$ cat config.mk
export PLATFORM = sky130hd
export DESIGN_NAME = insn_encoder
export DESIGN_NICKNAME = d
export VERILOG_FILES = /design/src/rtl/insn_encoder.sv
export SDC_FILE = /design/constraint.sdc
export NUM_CORES = 1
export LEC_CHECK = 0
export CELL_PAD_IN_SITES_DETAIL_PLACEMENT = 1
export CELL_PAD_IN_SITES_GLOBAL_PLACEMENT = 1
export CORE_MARGIN = 3
export CORE_UTILIZATION = 34
export DETAILED_ROUTE_END_ITERATION = 8
export GPL_TIMING_DRIVEN = 0
export PLACE_DENSITY_LB_ADDON = 0.15
export SYNTH_ARGS = -nofsm -noshare
export SYNTH_HDL_FRONTEND = slang
export SYNTH_SLANG_ARGS = --single-unit
$ cat constraint.sdc
create_clock -name clk -period 4.5 [get_ports clk]
set_input_delay 1.125 -clock clk [delete_from_list [all_inputs] [get_ports clk]]
set_output_delay 1.125 -clock clk [all_outputs]
set_load 0.02 [all_outputs]
$ cat src/rtl/insn_encoder.sv
// RV32I instruction encoder that writes encoded words into an instruction memory and can pad the rest of it with NOP.
// Optional immediate range checking is enabled by defining INSN_ENC_RANGE_CHECK_EN.
module insn_encoder #(
  parameter int unsigned ADDR_W = 9
) (
  input  logic              clk,
  input  logic              reset,
  input  logic              in_valid,
  output logic              in_ready,
  input  logic [2:0]        fmt,
  input  logic [6:0]        opcode,
  input  logic [4:0]        rd,
  input  logic [4:0]        rs1,
  input  logic [4:0]        rs2,
  input  logic [2:0]        funct3,
  input  logic [6:0]        funct7,
  input  logic [31:0]       imm,
  input  logic              fill_req,
  output logic              mem_we,
  output logic [ADDR_W-1:0] mem_addr,
  output logic [31:0]       mem_wdata,
  output logic              done,
  output logic              err
);

  localparam logic [2:0]        FMT_R    = 3'd0;
  localparam logic [2:0]        FMT_I    = 3'd1;
  localparam logic [2:0]        FMT_S    = 3'd2;
  localparam logic [2:0]        FMT_SB   = 3'd3;
  localparam logic [2:0]        FMT_U    = 3'd4;
  localparam logic [2:0]        FMT_UJ   = 3'd5;
  localparam logic [31:0]       NOP      = 32'h0000_0013;
  localparam logic [ADDR_W-1:0] ADDR_MAX = {ADDR_W{1'b1}};
  localparam logic [ADDR_W-1:0] ADDR_ONE = ADDR_W'(1);

  typedef enum logic [1:0] {
    IDLE,
    WRITE,
    FILL
  } state_t;

  state_t              state, state_nxt;
  logic [ADDR_W-1:0]   wptr, wptr_nxt;
  logic                mem_we_nxt;
  logic [ADDR_W-1:0]   mem_addr_nxt;
  logic [31:0]         mem_wdata_nxt;
  logic                done_nxt;
  logic                err_nxt;

  logic [31:0]         enc_word;
  logic                enc_illegal;
  logic                range_err;
  logic                enc_err;

  // Field placement per format; unused fields never reach the word
  always_comb begin
    enc_word    = '0;
    enc_illegal = 1'b0;
    case (fmt)
      FMT_R:   enc_word = {funct7, rs2, rs1, funct3, rd, opcode};
      FMT_I:   enc_word = {imm[11:0], rs1, funct3, rd, opcode};
      FMT_S:   enc_word = {imm[11:5], rs2, rs1, funct3, imm[4:0], opcode};
      FMT_SB:  enc_word = {imm[12], imm[10:5], rs2, rs1, funct3, imm[4:1], imm[11], opcode};
      FMT_U:   enc_word = {imm[31:12], rd, opcode};
      FMT_UJ:  enc_word = {imm[20], imm[10:1], imm[11], imm[19:12], rd, opcode};
      default: begin
        enc_word    = NOP;
        enc_illegal = 1'b1;
      end
    endcase
  end

`ifdef INSN_ENC_RANGE_CHECK_EN
  // Flag immediates that do not survive truncation into their field
  always_comb begin
    range_err = 1'b0;
    case (fmt)
      FMT_I, FMT_S: range_err = (imm[31:11] != {21{imm[11]}});
      FMT_SB:       range_err = (imm[31:12] != {20{imm[12]}}) | imm[0];
      FMT_U:        range_err = |imm[11:0];
      FMT_UJ:       range_err = (imm[31:20] != {12{imm[20]}}) | imm[0];
      default:      range_err = 1'b0;
    endcase
  end
`else
  assign range_err = 1'b0;
`endif

  assign enc_err  = enc_illegal | range_err;
  assign in_ready = (state == IDLE) && !fill_req && !reset;

  // State and output registers
  always_ff @(posedge clk or posedge reset) begin
    if (reset) begin
      state     <= IDLE;
      wptr      <= '0;
      mem_we    <= 1'b0;
      mem_addr  <= '0;
      mem_wdata <= '0;
      done      <= 1'b0;
      err       <= 1'b0;
    end else begin
      state     <= state_nxt;
      wptr      <= wptr_nxt;
      mem_we    <= mem_we_nxt;
      mem_addr  <= mem_addr_nxt;
      mem_wdata <= mem_wdata_nxt;
      done      <= done_nxt;
      err       <= err_nxt;
    end
  end

  // Next state; outputs are computed one cycle ahead so they are valid throughout WRITE/FILL
  always_comb begin
    state_nxt     = state;
    wptr_nxt      = wptr;
    mem_we_nxt    = 1'b0;
    mem_addr_nxt  = mem_addr;
    mem_wdata_nxt = mem_wdata;
    done_nxt      = 1'b0;
    err_nxt       = err;
    case (state)
      IDLE: begin
        if (fill_req) begin
          state_nxt     = FILL;
          mem_we_nxt    = 1'b1;
          mem_addr_nxt  = wptr;
          mem_wdata_nxt = NOP;
        end else if (in_valid) begin
          state_nxt     = WRITE;
          mem_we_nxt    = 1'b1;
          mem_addr_nxt  = wptr;
          mem_wdata_nxt = enc_word;
          err_nxt       = err | enc_err;
        end
      end
      WRITE: begin
        state_nxt = IDLE;
        wptr_nxt  = wptr + ADDR_ONE;
      end
      FILL: begin
        wptr_nxt = wptr + ADDR_ONE;
        if (wptr == ADDR_MAX) begin
          state_nxt = IDLE;
          done_nxt  = 1'b1;
        end else begin
          mem_we_nxt    = 1'b1;
          mem_addr_nxt  = wptr + ADDR_ONE;
          mem_wdata_nxt = NOP;
        end
      end
      default: state_nxt = IDLE;
    endcase
  end

endmodule
## After elaboration in Yosys (flattened, before gate mapping)

Index checks and enable logic that the tools add are counted.

- Register bits after elaboration: 55
- Bits in latches: 0
- RAM bits: 0
- ROM bits: 0
- Input bits: 71
- Output and inout bits: 45
- Word-level logic and storage cells: 53
- Memories: 0

- Add/sub/neg operators: 1
- $mul: 0
- Div/mod/pow operators: 0
- Order comparisons: 0
- Equality and inequality tests: 11
- Shifts and indexed selects: 0
- Multiplexer cells: 20
- Bitwise gates (word level): 2
- Reduce and logical (&&, ||, !) cells: 12

Operator list:

| kind | number |
|---|---|
| $pmux W32 S6 | 1 |
| $mux W32 | 3 |
| $pmux W32 S2 | 1 |
| $mux W9 | 3 |
| $pmux W9 S2 | 1 |
| $add A9 B1 Y9 const B | 1 |
| $eq A9 B9 Y1 const B | 1 |
| $eq A3 B2 Y1 const B | 2 |
| $eq A3 B3 Y1 const B | 2 |
| $mux W1 | 6 |
| $mux W2 | 3 |
| $reduce_and A3 Y1 | 2 |
| $reduce_or A6 Y1 | 1 |
| $ne A2 B2 Y1 const B | 2 |
| $pmux W2 S2 | 1 |
| $eq A3 B1 Y1 const B | 1 |
| $logic_not A3 Y1 | 1 |
| $ne A3 B3 Y1 const B | 1 |
| $eq A2 B1 Y1 const B | 1 |
| $eq A2 B2 Y1 const B | 1 |
| $logic_and A1 B1 Y1 | 2 |
| $logic_not A1 Y1 | 2 |
| $logic_not A2 Y1 | 1 |
| $pmux W1 S2 | 1 |
| other kinds (5) | 5 |

## Logic depth before layout (Yosys ltp)

- Depth in word-level cells: 5
- Gate-level depth with buffers: 11
- Depth with buffers taken out: 9

## Worst setup path before layout

OpenSTA, ideal clock, no wires.

- Kind: input port to output port
- Start point: input fill_req
- End point: output in_ready
- Arrival: 1609 ps
- Data required time: 3375 ps
- Setup slack: 1766 ps
- Cell stages on the path: 2
- Buffers on the path: 0
- Cells stage by stage: nand2b_2 > nor2_1

- Longest elaborated chain between the ends: 3

Ends and longest elaborated chain:

| element | line | source |
|---|---|---|
| from (decl) | 18 | `input logic fill_req,` |
| $logic_not A1 Y1 | 90 | `assign in_ready = (state == IDLE) && !fill_req && !reset;` |
| $logic_and A1 B1 Y1 (2 in a row) | 90 |  |
| to (decl) | 9 | `output logic in_ready,` |

Every way passes these cells.

## Worst setup path after layout

Same ends and word-level chain as after synthesis.

==> results.tsv <==
metric	value	unit
CP max FO	5	
ant diodes	0	
IO Count	116	
post-route cell area	0.00416	sq mm
Met1 Wirelength	3730	microns
Post-DP Area	0.00404	sq mm
clock sinks	55	
post-CTS resize count	0	
Pleak	1.73	nW
Routed met2 length	4280	microns
Core Footprint	0.00781	sq mm
dpl ws	794	ps
crit path capture type	primary output	
PnR worst setup slack	801	ps
Layout Nets	465	
DP HPWL	6730	microns
crit share post-route	82.2	%
antenna viol nets, final	0	
Slew Viols, Final	0	
row count	32	
clk_lat worst skew	310	ps
Num CTS Buffers	5	
top post-synthesis cells by area	dfrtp_1 50%, nand2_1 4.5%, a22oi_1 4.4%	
Cell variety after synth	38	
# fillers	873	
crit path kind	in -> out	
Slew Limit Headroom	60.4	%
ys flop type	dfrtp_1	
VDD IR-drop max	0.257	mV
vias per cell	5.16	
startpoint types	input port	
RSZ-0062 raised after global routing	false	
largest net degree at the start of global routing	41	
Pre-antenna DRT Iters	4	
clock slew at reported path FFs	110	ps
Async SR Flop Fraction	100	%
dpl cells	485	
initial antenna violation count	0	
CP arrival	2570	ps
DRT iter0 DRCs	57	
Final Hold Fails	0	
Non-Filler Instances	493	
Clk Tree Root Cell	clkbuf_8	
die width	96.1	microns
outcome	finished clean	
Setup violations, final	0	
Net Count, Synth	344	
setup_tns	0	ps
Syn Inst Count	269	
Data required, critical path	3380	ps
Initial Util	35.3	%
power density cells	560	mW/mm^2
Synth Cell Area	0.00276	sq mm
IO buf count	113	
per-cell routed wire length	17.8	microns
actual slew at the worst max-slew pin	594	ps
Yosys top cell by area	dfrtp_1	
EDFF count, synth	0	
H-tree levels	2	
total global-route track usage	20.1	%
global-route wire length before repair	14100	microns
Worst Skew	5.22	ps
top layer in use	met4	
via count	2546	
max_cap viols	0	
buffers inserted during post-CTS setup optimization	0	
global placement routability congestion	0.823	
hold_buf cts	0	
Yosys reg bits	55	
yosys warns	0	
met3 wire len	571	microns
Detailed Route WL	8800	microns
Avg Cell Area, Syn	10.3	sq um
Min-Delay Path Class	reg -> reg	
Die ar.	0.00923	sq mm
total congestion overflow	0	
post-layout min period	3700	ps
Synth top area share	49.9	%
Die Ht	96.1	microns
Seq/Total Area, Yosys	49.9	%
fraction of layout cells with a size suffix above 1	9.72	%
fmax	270	MHz
synth-to-layout area growth	50.8	%
CTS tree	yes	
vias in the first global route	2744	
Hold WS	488	ps
Post-route DRC	0	
Max clock buf depth	2	
==> cells in the mapped netlist, types with 3 or more instances <==
cell type  count
o21ai_1        4
inv_1          7
nand2_1       33
clkbuf_1       5
buf_2          8
a22o_1        10
nand4_1        5
a22oi_1       16
buf_4          4
o22ai_1        8
xnor2_1        7
mux2i_1        7
a22o_2         3
nor2b_1       14
a2bb2oi_1      4
dfrtp_1       55
o22a_2         3
nor2_1         9
mux2_2         3
xor2_1         7
ha_1           4
o21ai_0       23
a21oi_1       12
==> worst max-delay path: stages <==
cell and delay, ps:
clkdlybuf4s50_1 480, nand2b_2 250, nor2_1 100, clkdlybuf4s50_1 610
==> worst paths after layout <==
check	startpoint	end	slack, ps	cells after the start
worst min-delay path	mem_addr[4]	mem_addr[4]	490	2
min in group asynchronous	reset	mem_wdata[1]	1130	2
max in group asynchronous	reset	wptr[3]	2820	3
worst max register to register	wptr[0]	mem_wdata[18]	2110	10
worst max-delay path	fill_req	in_ready	800	4
worst min register to register	mem_addr[4]	mem_addr[4]	490	2
==> per-stage QoR <==
| step | total power, W | utilization, % |
|---|---|---|
| after global routing | 0.00250 | 53.3 |
| after floorplan | 0.00146 | - |
| final | 0.00233 | 53.3 |
| after CTS | 0.00236 | 53.3 |
| after global placement | 0.00196 | 51.4 |
| after detailed placement | 0.00199 | 51.7 |
==> sequential cells by signal (all words and copies together) (netlist names) <==
register   cells
mem_wdata     32
wptr           9
mem_we         1
done           1
err            1
mem_addr       9
state          2
==> final cells by class <==
type / instances / area (sq um) / area share [%]
Tap cell: 102 / 128 / 3.07
Timing Repair Buffer: 114 / 1150 / 27.7
Inverter: 7 / 26.3 / 0.632
Multi-Input combinational cell: 188 / 1250 / 30.1
Clock buffer: 6 / 82.6 / 1.99
Sequential cell: 55 / 1380 / 33.1
Clock inverter: 2 / 38.8 / 0.933
Buffer: 19 / 105 / 2.53
==> kinds of logic after synthesis <==
| kind of cell | share of synthesized area (%) |
|---|---|
| adder cells (fa/ha/maj) | 1.81 |
| multiplexers | 4.58 |
| AO/OA/AOI/OAI | 21.8 |
| flip-flops | 49.9 |
| AND/OR/NAND/NOR | 12.7 |
| XOR/XNOR | 4.45 |
| buffers and inverters | 4.76 |
==> metal layers <==
layer,global-route usage (%),vias to the layer above
met1,24.7,1239
met4,6.87,0
met3,5.55,15
met5,0,-
li1,-,1202
met2,33.7,90
==> where the power goes <==
group / internal [W] / switching [W]
clock: 0.000184 / 0.000180
sequential: 0.000668 / 0.000118
combinational: 0.000547 / 0.000634
==> cells in the final DEF (no fill, tap or decap), types with 5 or more instances in the layout <==
cell type        instances
clkbuf_8                 6
clkdlybuf4s50_1        113
dfrtp_1                 55
xor2_1                   7
a22oi_1                 16
nor2b_1                 14
nor2_1                   9
clkbuf_1                 5
a21oi_1                 12
a22o_1                  10
nand4_1                  5
mux2i_1                  7
nand2_1                 33
xnor2_1                  7
inv_1                    6
o21ai_0                 23
o22ai_1                  8
buf_2                    8
Note: power is estimated with default switching activity, not from simulation.
